### src/rtl/fir_pkg.sv
// Shared widths, sample/coefficient/accumulator types and the fixed low-pass taps
// for the 16-tap audio FIR.
package fir_pkg;

    localparam int WD_IN   = 24;
    localparam int WD_OUT  = 24;
    localparam int WD_COEF = 16;
    localparam int N_TAPS  = 16;
    localparam int FRAC    = 15;
    localparam int WD_ACC  = 44;

    typedef logic signed [WD_IN-1:0]   sample_t;
    typedef logic signed [WD_COEF-1:0] coef_t;
    typedef logic signed [WD_ACC-1:0]  acc_t;

    // Symmetric Q1.15 taps summing to 32768, giving unity DC gain.
    localparam coef_t COEFS [N_TAPS] = '{
        -16'sd64,   -16'sd128,  16'sd0,     16'sd512,
        16'sd1536,  16'sd3072,  16'sd4608,  16'sd6848,
        16'sd6848,  16'sd4608,  16'sd3072,  16'sd1536,
        16'sd512,   16'sd0,     -16'sd128,  -16'sd64
    };

endpackage

### src/rtl/fir_mac.sv
// Combinational multiply-accumulate over the delay line, then round half-up and
// saturate the Q1.15-scaled sum back to the output sample width.
module fir_mac
    import fir_pkg::*;
(
    input  logic [N_TAPS*WD_IN-1:0] taps,
    output logic [WD_OUT-1:0]       y
);

    localparam acc_t RND     = acc_t'(2 ** (FRAC - 1));
    localparam acc_t SAT_MAX = acc_t'(2 ** (WD_OUT - 1) - 1);
    localparam acc_t SAT_MIN = acc_t'(-(2 ** (WD_OUT - 1)));

    acc_t    acc;
    acc_t    rnd;
    acc_t    shr;
    sample_t xk;

    always_comb begin
        acc = '0;
        xk  = '0;
        for (int k = 0; k < N_TAPS; k++) begin
            xk  = sample_t'(taps[k*WD_IN +: WD_IN]);
            acc = acc + acc_t'(xk) * acc_t'(COEFS[k]);
        end
        // Accumulator headroom covers the worst case, so rounding cannot overflow.
        rnd = acc + RND;
        shr = rnd >>> FRAC;
        if (shr > SAT_MAX) begin
            y = {1'b0, {(WD_OUT-1){1'b1}}};
        end else if (shr < SAT_MIN) begin
            y = {1'b1, {(WD_OUT-1){1'b0}}};
        end else begin
            y = shr[WD_OUT-1:0];
        end
    end

endmodule

### src/rtl/fir_filter.sv
// Direct-form 16-tap FIR: delay line and registered output around the MAC.
// Latency 2 edges from data_in to data_out; continuous stream, no backpressure.
module fir_filter
    import fir_pkg::*;
(
    input  logic              clk,
    input  logic              rst_n,
    input  logic [WD_IN-1:0]  data_in,
    output logic [WD_OUT-1:0] data_out
);

    sample_t                 x_q [N_TAPS];
    sample_t                 x_d [N_TAPS];
    logic [N_TAPS*WD_IN-1:0] taps;
    logic [WD_OUT-1:0]       mac_y;
    logic [WD_OUT-1:0]       data_out_d;
    logic [WD_OUT-1:0]       data_out_q;

    always_comb begin
        x_d[0] = sample_t'(data_in);
        for (int k = 1; k < N_TAPS; k++) begin
            x_d[k] = x_q[k-1];
        end
    end

    always_comb begin
        taps = '0;
        for (int k = 0; k < N_TAPS; k++) begin
            taps[k*WD_IN +: WD_IN] = x_q[k];
        end
    end

    fir_mac u_mac (
        .taps (taps),
        .y    (mac_y)
    );

    assign data_out_d = mac_y;

    // rst_n is active-high despite its name.
    always_ff @(posedge clk or posedge rst_n) begin
        if (rst_n) begin
            for (int k = 0; k < N_TAPS; k++) begin
                x_q[k] <= '0;
            end
            data_out_q <= '0;
        end else begin
            for (int k = 0; k < N_TAPS; k++) begin
                x_q[k] <= x_d[k];
            end
            data_out_q <= data_out_d;
        end
    end

    assign data_out = data_out_q;

endmodule

### config.mk
export PLATFORM = sky130hd
export DESIGN_NAME = fir_filter
export DESIGN_NICKNAME = d
export VERILOG_FILES = /design/src/rtl/fir_pkg.sv /design/src/rtl/fir_mac.sv /design/src/rtl/fir_filter.sv
export SDC_FILE = /design/constraint.sdc
export NUM_CORES = 2
export LEC_CHECK = 0
export ABC_AREA = 1
export CELL_PAD_IN_SITES_DETAIL_PLACEMENT = 0
export CELL_PAD_IN_SITES_GLOBAL_PLACEMENT = 1
export CORE_UTILIZATION = 42
export CTS_CLUSTER_DIAMETER = 40
export DETAILED_ROUTE_END_ITERATION = 10
export MAX_ROUTING_LAYER = met4
export PLACE_DENSITY_LB_ADDON = 0.3
export SLEW_MARGIN = 0
export SYNTH_ARGS = -nofsm -noshare
export SYNTH_HDL_FRONTEND = slang
export SYNTH_SLANG_ARGS = --single-unit
### constraint.sdc
create_clock -name clk -period 36.6 [get_ports clk]
set_input_delay 10.98 -clock clk [delete_from_list [all_inputs] [get_ports clk]]
set_output_delay 10.98 -clock clk [all_outputs]
set_load 0.1 [all_outputs]
==> Word level (Yosys, flattened, before mapping) <==
Index checks and enable logic that the tools add are counted.
{ "op_classes": {"addsub": 18, "n_mul": 8, "order_cmp": 2, "muxes": 2} }
{ "op_table": {"columns": ["cell", "n"], "rows": [
  ["44-bit adder", 11],
  ["24-bit by 3-bit multiplier with 27-bit output, second input constant", 4],
  ["44-bit by 33-bit adder with 44-bit output", 2],
  ["24-bit negation with 38-bit output", 2],
  ["24-bit negation with 37-bit output", 2],
  ["24-bit by 8-bit multiplier with 32-bit output, second input constant", 2],
  ["24-bit by 5-bit multiplier with 29-bit output, second input constant", 2],
  ["24-bit two-way mux", 2],
  ["44-bit by 16-bit adder with 44-bit output, second input constant", 1],
  ["29-bit by 24-bit > comparator with 1-bit output, second input constant", 1],
  ["29-bit by 24-bit < comparator with 1-bit output, second input constant", 1]
]} }
{ "word_totals": {"reg_bits": 408, "in_bits": 26, "output_inout_bits": 24, "word_cells": 47} }

==> Logic depth before layout (Yosys ltp) <==
{ "logic_depth": {"ltp_word": 18, "ltp_mapped": 47, "depth_no_buf": 46} }

==> Cells and area by module <==
Synthesis repeated with hierarchy kept, for this count alone.
{ "unflattened": {"cells_unflattened": 4162, "hier_area_um2": 40194.8} }
{ "modules_own_cells": {"columns": ["mod", "instances", "cells_per_inst", "area_each_um2", "seq_area_each_um2"], "rows": [
  ["fir_mac", 1, 3753, 29981.3, 0.0],
  ["fir_filter", 1, 409, 10213.5, 10209.8]
]} }

==> Least setup slack after synthesis <==
OpenSTA, ideal clock, no wires.
{ "synth_path": {"kind": "flip-flop to output port", "startpoint": "register data_out_q[0] (netlist: data_out[0])", "endpoint": "output port data_out[0]", "t_arrival_ps": 883, "required_time_ps": 25620, "setup_slack_ps": 24737, "path_stages_with_launch": 1, "path_buffers": 0, "path_cell_list": "dfrtp_1"} }
{ "synth_rtl": {"columns": ["item", "line", "rtl"], "rows": [
  ["from (decl)", "fir_filter.sv:17", "logic [WD_OUT-1:0] data_out_q;"],
  ["from (signal assigned)", "fir_filter.sv:51", "data_out_q <= data_out_d;"],
  ["to (decl)", "fir_filter.sv:9", "output logic [WD_OUT-1:0] data_out"]
]} }
No word-level cell between the ends.

==> reports/qor.yml <==
outcome:
  status: "finished clean"
die:
  die_w_um: 312
  rows: 113
  pin_count: 50
  die-area_um2: 97100
  initial_core_util_pct: 42.4
  die_y_um: 312
  coreArea_um2: 95000
critical_path:
  cpPeakStageDelay_ns: 0.82
  reg2reg_slack_ns: 25.55
  path_cells: "clkdlybuf4s50_1 > inv_8 > buf_4 > buf_4"
  cp-end-kind: "async pin"
  crit_slowest_cell: "buf_4"
  cp_common_cell: "buf_4"
  crit_fanout: 103
  arrival_ns: 13.74
  cp.required_ns: 37.22
  reg2regPathDepth: 41
  start_kind: "input port"
  critical_path_class: "input port to async pin"
cts:
  clockBufferDepth: 3
  post_cts_buffers: 0
  htreeDepth: 3
  numCtsBuffers: 76
  cts_resized: 0
  root_buffer: "clkbuf_16"
  cts_tree: "done"
  path_clk_slew_ns: 0.06
  clkLatencyLatePin_ns: 0.62
  clkSinkCount: 408
  postCtsHoldBufs: 0
logic_synthesis:
  yosysTopAreaCellShare_pct: 26.6
  yosysWarnings: 0
  synth_top_flop_cell: "dfrtp_1"
  syn_avg_cell_area_um2: 9.68
  yosysSeqAreaShare_pct: 25.3
  yosysUniqueCellTypes: 48
  synthTopCellsByArea: "fa_1 27%, dfrtp_1 25%, ha_1 15%"
  yosysMostFrequentCell: "inv_1"
  async_flop_share_pct: 100
  netlist_area_um2: 40300
  ys_seq_elements: 408
  synthesis.nets: 5194
  yosys-top-cells-count: "999 x inv_1, 536 x fa_1, 493 x nand2_1"
  synth_top_cell_by_area: "fa_1"
  synth-edff-count: 0
  syn_inst: 4159
timing:
  finalHoldViolCount: 0
  period_share_pct: 35.8
  period_needed_ns: 13.12
  rsz0062_at_grt: "false"
  fmax_mhz: 76.2
  slew_viol_final: 0
  maxSlewHeadroom_pct: 26.5
  setup_viol: 0
  final.setup_skew_ns: 0.0230
  setup_tns_ns: 0
  worst_slew_pin_slew_ns: 1.09
drt:
  wl_mm: 104
  drtIter0Drc: 1911
  dr_total_vias: 27200
  wl_per_cell_um: 18.5
  viasPerCell: 4.84
  final_antenna_net_count: 0
  drc: 0
  first_pass_iters: 5
placed_design:
  place_congestion: 0.922
  hpwl_mm: 89.8
  place_area_um2: 42300
  place.port_buffers: 49
min_path:
  holdPathStages: 0
  hp-class: "register to register"
flow_run:
  cap_violations: 0
global_routing:
  gr-usage-met2_pct: 36.5
  grt_pass1_vias: 28000
  grt_use_met3_pct: 2.80
  grtUsageTotal_pct: 23.0
  grt.busiest_layer: "met2"
  grt_overflow: 0
  grt_max_degree: 104
  grt_pass1_wl_mm: 164
  use_met1_pct: 31.4
  antenna_found_initial: 0
layout:
  area_growth_pct: 11.6
  fin_area_um2: 45000
  num_antenna_cells: 0
  final_nets: 5321
  drive_gt1_share_pct: 5.82
[layout make-up]
class	instances	area, µm²
clock inverters	55	606
flip-flops and latches	408	10200
well taps	1265	1580
fillers	9107	50000
inverters	1012	3810
multi-input cells	2734	26200
repair buffers	54	528
clock buffers	85	2020
[critical path: cells and delay by family]
family                 cells  cell delay (ns)
buffers and inverters      4             2.55
[path summary, 6_finish.rpt]
check,start,to
max,rst_n,taps[306]$_DFF_PP0_
min,taps[69]$_DFF_PP0_,taps[93]$_DFF_PP0_
max reg2reg,taps[194]$_DFF_PP0_,data_out[5]$_DFF_PP0_
min reg2reg,taps[69]$_DFF_PP0_,taps[93]$_DFF_PP0_
max in group clk,data_out[22]$_DFF_PP0_,data_out[22]
min in group asynchronous,rst_n,taps[192]$_DFF_PP0_
[placed cells by master (no fill, tap or decap), drive strengths merged, types with 49 or more instances in the layout]
master,count
xor2,210
nand3,113
nor2,193
clkbuf,85
fa,536
o21ai,126
inv,1036
dfrtp,408
ha,473
nand2,540
clkdlybuf4s50,49
xnor2,87
a21oi,237
[per-stage QoR]
stage	utilization [%]	cells	setup slack, ns	hold WS, ns
floorplan	-	4159	14.27	0.331
global placement	44.6	5473	22.77	0.332
detailed placement	44.6	5473	22.67	0.335
CTS	47.3	5613	23.35	0.340
global route	47.3	5613	23.04	0.339
finish	47.3	5613	23.48	0.336
[routing by layer]
layer	vias up	share of wire, %
li1	13200	-
met1	13200	45
met2	624	47
met3	129	4.7
met4	0	2.7
met5	-	0
[cells by family after synthesis]
logic type	after synthesis	synth area share, %
flip-flops	408	25.3
AND/OR/NAND/NOR	959	10.8
buffers and inverters	1017	9.56
XOR/XNOR	297	6.46
AO/OA/AOI/OAI	469	6.50
adder cells (fa/ha/maj)	1009	41.3
[flip-flops by register name, indices dropped and copies added, names as in the netlist]
| name | count |
|---|---|
| data_out | 24 |
| taps | 384 |
Power is not shown: default switching activity piles up to over one toggle a cycle in this logic, so the estimate is an artifact.
